## src/rtl/mips_ctrl_pkg.sv

```systemverilog
// Shared encodings for the multicycle MIPS control path: opcodes, functs,
// ALU/operand-select codes and the controller state enum.
package mips_ctrl_pkg;

  localparam logic [5:0] OP_RTYPE = 6'b000000;
  localparam logic [5:0] OP_LW    = 6'b100011;
  localparam logic [5:0] OP_SW    = 6'b101011;
  localparam logic [5:0] OP_BEQ   = 6'b000100;
  localparam logic [5:0] OP_ADDI  = 6'b001000;

  localparam logic [5:0] FN_ADD = 6'h20;
  localparam logic [5:0] FN_SUB = 6'h22;
  localparam logic [5:0] FN_AND = 6'h24;
  localparam logic [5:0] FN_OR  = 6'h25;

  localparam logic [1:0] ALU_ADD = 2'b00;
  localparam logic [1:0] ALU_SUB = 2'b01;
  localparam logic [1:0] ALU_AND = 2'b10;
  localparam logic [1:0] ALU_OR  = 2'b11;

  localparam logic [1:0] SRCB_REG   = 2'b00;
  localparam logic [1:0] SRCB_FOUR  = 2'b01;
  localparam logic [1:0] SRCB_IMM   = 2'b10;
  localparam logic [1:0] SRCB_IMMSH = 2'b11;

  typedef enum logic [3:0] {
    S_RST      = 4'd0,
    S_FETCH    = 4'd1,
    S_INTFETCH = 4'd2,
    S_DECODE   = 4'd3,
    S_MEMADR   = 4'd4,
    S_MEMRD    = 4'd5,
    S_MEMWB    = 4'd6,
    S_MEMWR    = 4'd7,
    S_EXEC     = 4'd8,
    S_ALUWB    = 4'd9,
    S_BRANCH   = 4'd10,
    S_ADDIEX   = 4'd11,
    S_ADDIWB   = 4'd12
  } state_t;

endpackage

```

## src/rtl/mips_multicycle_control_alu_decoder.sv

```systemverilog
// R-type funct decoder: maps funct to the ALU operation and flags
// functs the DataPath ALU cannot execute.
module mips_alu_decoder
  import mips_ctrl_pkg::*;
(
  input  logic [5:0] funct,
  output logic [1:0] aluControl,
  output logic       legal
);

  always_comb begin
    aluControl = ALU_ADD;
    legal      = 1'b1;
    case (funct)
      FN_ADD:  aluControl = ALU_ADD;
      FN_SUB:  aluControl = ALU_SUB;
      FN_AND:  aluControl = ALU_AND;
      FN_OR:   aluControl = ALU_OR;
      default: legal      = 1'b0;
    endcase
  end

endmodule

```

## src/rtl/mips_multicycle_control.sv

```systemverilog
// Moore control FSM for the multicycle MIPS DataPath, with single-instruction
// interrupt injection (fetch from the interrupt vector, PC left unadvanced).
module mips_multicycle_control
  import mips_ctrl_pkg::*;
#(
  parameter bit          IRQ_EN  = 1'b1,
  parameter int unsigned STATE_W = 4
) (
  input  logic               clk,
  input  logic               rst_n,
  input  logic [5:0]         op,
  input  logic [5:0]         funct,
  input  logic               irqReq,
  output logic [1:0]         aluControl,
  output logic [1:0]         aluSrcB,
  output logic               ALUSrcA,
  output logic               PCSource,
  output logic               isBranch,
  output logic               PCWrite,
  output logic               lorD,
  output logic               MemWrite,
  output logic               MemtoReg,
  output logic               IRWrite,
  output logic               RegWrite,
  output logic               RegDst,
  output logic               isInterrupted,
  output logic               irqAck,
  output logic               illegalOp,
  output logic [STATE_W-1:0] dbgState
);

  state_t     r_state;
  state_t     w_next;
  state_t     w_next_instr;
  logic       r_in_irq;
  logic [1:0] w_alu_ctl;
  logic       w_funct_ok;

  mips_alu_decoder u_alu_dec (
    .funct      (funct),
    .aluControl (w_alu_ctl),
    .legal      (w_funct_ok)
  );

  // "NEXT" costs no cycle: every instruction's last state jumps straight here.
  assign w_next_instr = (IRQ_EN && irqReq && !r_in_irq) ? S_INTFETCH : S_FETCH;

  always_ff @(posedge clk or negedge rst_n) begin
    if (!rst_n) begin
      r_state  <= S_RST;
      r_in_irq <= 1'b0;
    end else begin
      r_state <= w_next;
      if (r_state == S_FETCH)
        r_in_irq <= 1'b0;
      else if (r_state == S_INTFETCH)
        r_in_irq <= 1'b1;
    end
  end

  always_comb begin
    w_next        = r_state;
    aluControl    = ALU_ADD;
    aluSrcB       = SRCB_REG;
    ALUSrcA       = 1'b0;
    PCSource      = 1'b0;
    isBranch      = 1'b0;
    PCWrite       = 1'b0;
    lorD          = 1'b0;
    MemWrite      = 1'b0;
    MemtoReg      = 1'b0;
    IRWrite       = 1'b0;
    RegWrite      = 1'b0;
    RegDst        = 1'b0;
    isInterrupted = 1'b0;
    irqAck        = 1'b0;
    illegalOp     = 1'b0;
    case (r_state)
      S_RST: w_next = S_FETCH;
      S_FETCH: begin
        IRWrite = 1'b1;
        aluSrcB = SRCB_FOUR;
        PCWrite = 1'b1;
        w_next  = S_DECODE;
      end
      S_INTFETCH: begin
        isInterrupted = 1'b1;
        IRWrite       = 1'b1;
        irqAck        = 1'b1;
        w_next        = S_DECODE;
      end
      S_DECODE: begin
        aluSrcB = SRCB_IMMSH;
        case (op)
          OP_LW, OP_SW: w_next = S_MEMADR;
          OP_RTYPE: begin
            if (w_funct_ok) begin
              w_next = S_EXEC;
            end else begin
              illegalOp = 1'b1;
              w_next    = w_next_instr;
            end
          end
          OP_BEQ:  w_next = S_BRANCH;
          OP_ADDI: w_next = S_ADDIEX;
          default: begin
            illegalOp = 1'b1;
            w_next    = w_next_instr;
          end
        endcase
      end
      S_MEMADR: begin
        ALUSrcA = 1'b1;
        aluSrcB = SRCB_IMM;
        w_next  = (op == OP_LW) ? S_MEMRD : S_MEMWR;
      end
      S_MEMRD: begin
        lorD   = 1'b1;
        w_next = S_MEMWB;
      end
      S_MEMWB: begin
        MemtoReg = 1'b1;
        RegWrite = 1'b1;
        w_next   = w_next_instr;
      end
      S_MEMWR: begin
        lorD     = 1'b1;
        MemWrite = 1'b1;
        w_next   = w_next_instr;
      end
      S_EXEC: begin
        ALUSrcA    = 1'b1;
        aluControl = w_alu_ctl;
        w_next     = S_ALUWB;
      end
      S_ALUWB: begin
        RegDst   = 1'b1;
        RegWrite = 1'b1;
        w_next   = w_next_instr;
      end
      S_BRANCH: begin
        ALUSrcA    = 1'b1;
        aluControl = ALU_SUB;
        PCSource   = 1'b1;
        isBranch   = 1'b1;
        w_next     = w_next_instr;
      end
      S_ADDIEX: begin
        ALUSrcA = 1'b1;
        aluSrcB = SRCB_IMM;
        w_next  = S_ADDIWB;
      end
      S_ADDIWB: begin
        RegWrite = 1'b1;
        w_next   = w_next_instr;
      end
      default: w_next = S_RST;
    endcase
  end

  assign dbgState = STATE_W'(r_state);

endmodule

```

## config.mk

```make
export PLATFORM = sky130hd
export DESIGN_NAME = mips_multicycle_control
export DESIGN_NICKNAME = d
export VERILOG_FILES = /design/src/rtl/mips_ctrl_pkg.sv /design/src/rtl/mips_multicycle_control_alu_decoder.sv /design/src/rtl/mips_multicycle_control.sv
export SDC_FILE = /design/constraint.sdc
export NUM_CORES = 1
export LEC_CHECK = 0
export ABC_CLOCK_PERIOD_IN_PS = 3000
export CORE_MARGIN = 4
export CORE_UTILIZATION = 26
export CTS_BUF_LIST = sky130_fd_sc_hd__clkbuf_2 sky130_fd_sc_hd__clkbuf_4 sky130_fd_sc_hd__clkbuf_8
export CTS_CLUSTER_DIAMETER = 100
export DETAILED_ROUTE_END_ITERATION = 6
export GPL_TIMING_DRIVEN = 1
export SLEW_MARGIN = 0
export SYNTH_ARGS = -nofsm -noshare
export SYNTH_HDL_FRONTEND = slang
export SYNTH_SLANG_ARGS = --single-unit
```

## constraint.sdc

```tcl
create_clock -name clk -period 3 [get_ports clk]
set_input_delay 0.45 -clock clk [delete_from_list [all_inputs] [get_ports clk]]
set_output_delay 0.45 -clock clk [all_outputs]
set_load 0.1 [all_outputs]
```

==> After elaboration in Yosys (flattened, before gate mapping) <==
Index checks and enable logic that the tools add are counted.
{ "word_totals": {"regBits": 5, "latch_bits": 0, "mem_bits_rw": 0, "mem_bits_ro": 0, "inputBits": 15, "output_inout_bits": 21, "elab_cells": 60, "n_memories": 0} }
{ "op_classes": {"add_sub_neg": 0, "multipliers": 0, "n_div": 0, "n_lt_le_gt_ge": 0, "n_eq_ne": 20, "shifts": 0, "n_mux": 24, "bitwise": 0, "n_reduce_logical": 14} }
{ "op_table": {"columns": ["op", "count"], "rows": [
  ["6-bit == test, second input constant", 6],
  ["4-bit case mux with 8 select lines", 1],
  ["4-bit == test, second input constant", 5],
  ["4-bit by 3-bit == test with 1-bit output, second input constant", 4],
  ["4-bit case mux with 4 select lines", 1],
  ["1-bit 2-to-1 mux", 15],
  ["2-bit case mux with 3 select lines", 2],
  ["4-bit OR reduction", 3],
  ["4-bit by 2-bit == test with 1-bit output, second input constant", 2],
  ["2-bit OR reduction", 4],
  ["6-bit by 3-bit == test with 1-bit output, second input constant", 1],
  ["6-bit by 4-bit == test with 1-bit output, second input constant", 1],
  ["6-bit logical NOT", 1],
  ["5-bit OR reduction", 1],
  ["4-bit by 1-bit == test with 1-bit output, second input constant", 1],
  ["4-bit logical NOT", 1],
  ["2-bit 2-to-1 mux", 2],
  ["4-bit 2-to-1 mux", 1],
  ["2-bit case mux with 2 select lines", 1],
  ["3-bit OR reduction", 1],
  ["1-bit case mux with 2 select lines", 1],
  ["2-bit nonzero test", 1],
  ["1-bit logical AND", 1],
  ["1-bit logical NOT", 1]
]} }

==> Depth between registers and ports, before layout <==
Gate-level depths: netlist of run 1.
{ "logic_depth": {"depth_word": 6, "ltp_mapped": 6, "mapped_depth_nobuf": 5} }

==> Cells and area by module <==
A second synthesis of run 1 with hierarchy kept.
{ "hier_totals": {"cells_unflattened": 82, "hier_area_um2": 609.3} }
{ "by_module_without_submodules": {"columns": ["mod", "instances", "cells_each", "area_per_inst_um2", "seq_area_each_um2"], "rows": [
  ["mips_multicycle_control", 1, 75, 545.5, 125.1],
  ["mips_alu_decoder", 1, 7, 63.8, 0.0]
]} }

==> Least setup slack after synthesis of run 1 <==
Ideal clock, no wire load.
{ "synth_path": {"path_type": "reg-to-output", "start": "reg r_state[0], in the netlist dbgState[0]", "end": "out aluControl[1]", "arrival_time_ps": 4525, "required_ps": 2550, "path_slack_ps": -1975, "stages_incl_launch_ff": 4, "n_path_buf": 1, "path_cell_list": "dfrtp_1 buf_4 or2_2 nor4b_1"} }
{ "synth_via": {"elab_chain_cells": 2, "word_cells_on_any_way": 3, "classes_between": "eq/ne (2); mux (1)"} }
{ "synth_lines": {"columns": ["element", "line_no", "rtl"], "rows": [
  ["from (decl)", "mips_multicycle_control.sv:32", "state_t r_state;"],
  ["from (signal assigned)", "mips_multicycle_control.sv:53", "r_state <= w_next;"],
  ["4-bit == test", "mips_multicycle_control.sv:78", "case (r_state)"],
  ["2-bit case mux with 2 select lines (*)", "mips_multicycle_control.sv:78", null],
  ["to (decl)", "mips_multicycle_control.sv:14", "output logic [1:0] aluControl,"]
]} }
Every way passes the cells marked *; elsewhere a longest branch is shown, timed or not.

==> Worst setup path in the final report of run 1 <==
{ "layout_path": {"start": "in op[0]", "end": "out illegalOp"} }
{ "layout_via": {"elab_chain_cells": 4, "word_cells_on_any_way": 8, "classes_between": "eq/ne (4); mux (2); reduce/logical (2)"} }
{ "layout_lines": {"columns": ["element", "line_no", "rtl"], "rows": [
  ["from (decl)", "mips_multicycle_control.sv:11", "input logic [5:0] op,"],
  ["6-bit == test (tied with other cells)", "mips_multicycle_control.sv:94", "case (op)"],
  ["4-bit OR reduction (no line)", null, null],
  ["1-bit case mux with 2 select lines (*)", "mips_multicycle_control.sv:94", null],
  ["1-bit 2-to-1 mux (*)", "mips_multicycle_control.sv:78", null],
  ["to (decl)", "mips_multicycle_control.sv:28", "output logic illegalOp,"]
]} }
Marked as above.

==> results.cfg, run 1 <==
[cells_and_area]
final_util_pct = 46.9
diodes = 0
drive_gt1_share_pct = 36.7
final_nets = 136
multi_input_area_sq_um = 488
synthToLayoutAreaGrowth_pct = 71.4
nFillCells = 232
regArea_sq_um = 125

[cts]
cts_tree = done
worst_setup_hold_path_clk_slew_ns = 0.05
cts_sinks = 5
cts.path.max_buffers = 2
h-tree-depth = 1
cts_resized = 0
cts_root_buffer = clkbuf_4
worstSkewPairLatency_ns = 0.26
hold_buffers = 0
numCtsBuffers = 3
cts_setup_buffers = 0

[sta]
final-max-slew-violation-count = 0
min_period_over_period_pct = 84.2
fmax_mhz = 396
hold_violations = 0
worstMarginPinSlew_ns = 0.624
grt_setup_unrepaired = false
fin_skew_ns = 0.00646
relSlewSlack_pct = 58.3
period_needed_ns = 2.53
finalSetupViolations = 0

[worst_setup_path]
crit_buf_inv = 2
cp_max_fo = 5
crit_type = primary input to output pin
crit_arrival_ns = 2.08
critPathMaxStageDelay_ns = 0.58
crit_slowest_cell = or4_4
crit_required_ns = 2.55
worstPathCellList = clkdlybuf4s50_1 -> or4_4 -> o21ai_2 -> nand2_1 -> a31oi_2 -> nor2_2 -> buf_12
critPathLaunchType = primary input
crit_path_end_kind = output pin
critical-path-top-delay-family = simple AND/OR/NAND/NOR gates

[floorplan]
row_count = 17
io_pins = 36
core_sq_um = 2230
chipHeight_um = 56.5
die_area_sq_um = 3190
start_util_pct = 27.4
die_w_um = 56.5

[logic_synthesis]
synth.net_count = 104
synth-seq-area-share_pct = 20.4
yosysUniqueCellTypes = 36
synth_area_leaders = dfrtp_1 (20%), nor2_1 (8.6%), nor3_1 (6.5%)
netlist_area_sq_um = 612
postSynthCellCount = 89
yosys.area.top_type = dfrtp_1
synth_top_area_share_pct = 20.4
synth_warnings = 0
ys_seq_elements = 5
avgSynthCellArea_sq_um = 6.87

[grt]
grt_pass1_vias = 740
gr-usage-all-layers_pct = 13.9
grt_first_pass_wirelength_mm = 3.58
antenna_found_initial = 0
grt_max_degree = 15
grt.overflow.total = 0

[run]
maxCapViolCount = 0

[placed_design]
place_congestion = 0.855
dp_hpwl_mm = 1.60
portBuffers = 35

[detailed_routing]
vias_per_cell = 5.15
first_pass_iters = 4
wirelength_mm = 2.02
drt-initial-drc-count = 19
drc = 0
ant_nets = 0
wl_per_cell_um = 13.6
vias = 762

[hold_path]
hp-class = primary input to asynchronous set/reset pin

[run_status]
status = completed
## registers in the layout, indices dropped and copies added (netlist names)
| name | cells |
|---|---|
| dbgState | 4 |
| r_in_irq | 1 |
## worst register-to-register path, cell delays in order, from the launching register on
cell and delay [ns]:
dfrtp_1 0.65, nand2_1 0.18, or3_1 0.43, nor3_1 0.21, o41ai_1 0.10, o31ai_1 0.08
## cells in the final DEF, fill, tap and decap left out, types with 2 or more instances in the layout
| master | count |
|---|---|
| o31ai_1 | 2 |
| a21oi_1 | 4 |
| o21ai_2 | 2 |
| nor3_1 | 3 |
| nor2_1 | 9 |
| nor2_2 | 5 |
| nor3_2 | 5 |
| dfrtp_1 | 5 |
| nor2b_1 | 2 |
| clkbuf_4 | 4 |
| or2_2 | 2 |
| o32ai_1 | 2 |
| o22ai_1 | 2 |
| nand2_1 | 9 |
| inv_1 | 4 |
| buf_4 | 18 |
| o21ai_0 | 3 |
| clkdlybuf4s50_1 | 14 |
| buf_12 | 4 |
| a22o_1 | 2 |
## cells in the mapped netlist, drive strengths merged
| cell | n |
|---|---|
| dfrtp | 5 |
| a211oi | 1 |
| clkbuf | 1 |
| xor2 | 1 |
| and2 | 1 |
| xnor2 | 1 |
| o41ai | 1 |
| nor4 | 1 |
| o22ai | 2 |
| o31ai | 2 |
| buf | 8 |
| nor4b | 1 |
| a22oi | 1 |
| o21ai | 5 |
| nor2 | 14 |
| nand3b | 1 |
| or4 | 1 |
| nand2 | 9 |
| a21oi | 4 |
| a22o | 2 |
| nand4b | 1 |
| o32ai | 3 |
| inv | 4 |
| nand2b | 1 |
| nor3 | 8 |
| o211ai | 1 |
| mux2i | 1 |
| o211a | 1 |
| nor3b | 1 |
| nor2b | 2 |
| a31oi | 1 |
| or2 | 2 |
| or3 | 1 |
## final cells by class
class	count	area share [%]
clock buffer	4	2.86
sequential	5	11.9
timing repair buffer	36	33.9
tap	28	3.34
multi-input combinational	71	46.5
inverter	4	1.43
## per-layer routing
metal  track usage (%)  vias to the layer above  part of all wire (%)
met5                 0                        -                     0
met4              7.12                        0                   1.8
met3              2.76                        4                   6.1
met2              21.9                       27                    50
met1              17.6                      349                    42
li1                  -                      382                     -
## per-stage QoR
stage               instances  TNS, ns  cell area, sq um  hold WS [ns]  setup WS [ns]
floorplan                  89    -2.14               678         0.154         -0.628
global placement          144        0              1020         0.533          0.478
detailed placement        144        0              1020         0.547          0.474
CTS                       148        0              1050         0.421          0.468
global route              148        0              1050         0.435          0.379
finish                    148        0              1050         0.420          0.474
## path summary, 6_finish.rpt
path,from,end,slack [ns],cells past startpoint
min in group clk,r_in_irq,r_in_irq,0.56,2
worst min register to register,r_in_irq,r_in_irq,0.56,2
worst max-delay path,op[0],illegalOp,0.47,7
max in group asynchronous,rst_n,dbgState[2],2.37,1
worst max register to register,dbgState[1],dbgState[1],1.25,5
worst min-delay path,rst_n,dbgState[0],0.42,1
## logic make-up (layout without fill, tap and decap cells)
logic type,Yosys count,count (layout),share of synthesized area (%)
muxes,1,1,1.64
and+or+nand+nor,44,44,36.0
AOI/OAI and AO/OA,24,24,28.4
DFF,5,5,20.4
xor gates and xnor gates,2,2,2.86
buffers and inverters,13,44,10.6
Power of run 1 is left out: the tool's default activity adds up to more than one toggle a clock period on the data nets, which glitch-free logic cannot reach.
==> inputs of run 2 (changes only) <==
ABC_CLOCK_PERIOD_IN_PS = 2550   (was 3000)
clock period = 2.55 ns   (was 3 ns; I/O delays follow)
==> results.cfg, run 2 (same netlist as run 1, synthesis figures left out) <==
[grt]
gr-usage-all-layers_pct = 13.3
grt_pass1_vias = 732
grt_max_degree = 20
grt_first_pass_wirelength_mm = 3.44
grt.overflow.total = 0
antenna_found_initial = 0

[detailed_routing]
drc = 0
vias_per_cell = 5.16
vias = 758
wl_per_cell_um = 13.4
drt-initial-drc-count = 16
ant_nets = 0
first_pass_iters = 4
wirelength_mm = 1.97

[cts]
numCtsBuffers = 3
cts_tree = done
cts_resized = 0
cts_root_buffer = clkbuf_4
h-tree-depth = 1
hold_buffers = 0
cts_sinks = 5
cts_setup_buffers = 0
worstSkewPairLatency_ns = 0.24
worst_setup_hold_path_clk_slew_ns = 0.04
cts.path.max_buffers = 2

[placed_design]
place_congestion = 0.806
dp_hpwl_mm = 1.60
dpl.cell_count = 143
portBuffers = 35

[cells_and_area]
final_util_pct = 54.6
nFillCells = 215
multi_input_area_sq_um = 538
diodes = 0
largest_reg_flops = 4
final_common_cell = clkdlybuf4s50_1
mostFrequentLayoutCells = clkdlybuf4s50_1 (14), buf_12 (13), nand2_1 (8), nor2_1 (8), buf_4 (8)
drive_gt1_share_pct = 42.9
regArea_sq_um = 140
final_nets = 135
instances_no_fill = 147
synthToLayoutAreaGrowth_pct = 99.2

[floorplan]
row_count = 17
die_w_um = 56.5
start_util_pct = 27.4
io_pins = 36
die_area_sq_um = 3190
chipHeight_um = 56.5
core_sq_um = 2230

[sta]
grt_setup_unrepaired = false
final-max-slew-violation-count = 0
hold_violations = 0
finalSetupViolations = 0
min_period_over_period_pct = 95.0
worstMarginPinSlew_ns = 0.577
period_needed_ns = 2.42
fmax_mhz = 413
relSlewSlack_pct = 61.5
holdWs_ns = 0.362
fin_skew_ns = 0.00322

[worst_setup_path]
crit_type = primary input to output pin
critPathLaunchType = primary input
crit_required_ns = 2.17
crit_path_end_kind = output pin
crit_arrival_ns = 2.04
cp_max_fo = 5

[hold_path]
hp-class = primary input to asynchronous set/reset pin

[run_status]
status = completed

[run]
maxCapViolCount = 0
-- run 2: path summary, 6_finish.rpt --
path	endpoint	from	cells past startpoint	slack (ns)
worst max-delay path	illegalOp	op[0]	7	0.13
worst min-delay path	dbgState[1]	rst_n	1	0.36
worst max register to register	dbgState[0]	r_in_irq	5	0.83
worst min register to register	r_in_irq	r_in_irq	2	0.55
max in group asynchronous	dbgState[0]	rst_n	1	1.97
min in group clk	r_in_irq	r_in_irq	2	0.55
-- run 2: critical path: stages --
cell and delay, ns:
clkdlybuf4s50_1 0.44, or4_4 0.58, o21ai_2 0.13, nand2_1 0.07, a31oi_2 0.19, nor2_2 0.07
buf_12 0.16
-- run 2: final cells by class --
| class | count | area share, % |
|---|---|---|
| sequential | 5 | 11.5 |
| tap | 28 | 2.87 |
| clock buffer | 4 | 2.46 |
| inverter | 4 | 1.23 |
| multi-input combinational | 71 | 44.1 |
| timing repair buffer | 35 | 37.8 |
-- run 2: per-stage QoR --
step / worst slack, ns / setup TNS, ns / cell area [sq um]
after floorplan: -0.0992 / -0.180 / 759
after global placement: 0.171 / 0 / 1190
after detailed placement: 0.120 / 0 / 1190
after CTS: 0.123 / 0 / 1220
after global routing: 0.0611 / 0 / 1220
final: 0.128 / 0 / 1220
-- run 2: layer usage --
| metal | global-route usage (%) | part of all wire, % |
|---|---|---|
| met5 | 0 | 0 |
| met1 | 16.5 | 41 |
| met2 | 22.3 | 50 |
| met3 | 4.83 | 8.2 |
| met4 | 2.03 | 0 |
Power of run 2 is left out for the same reason.
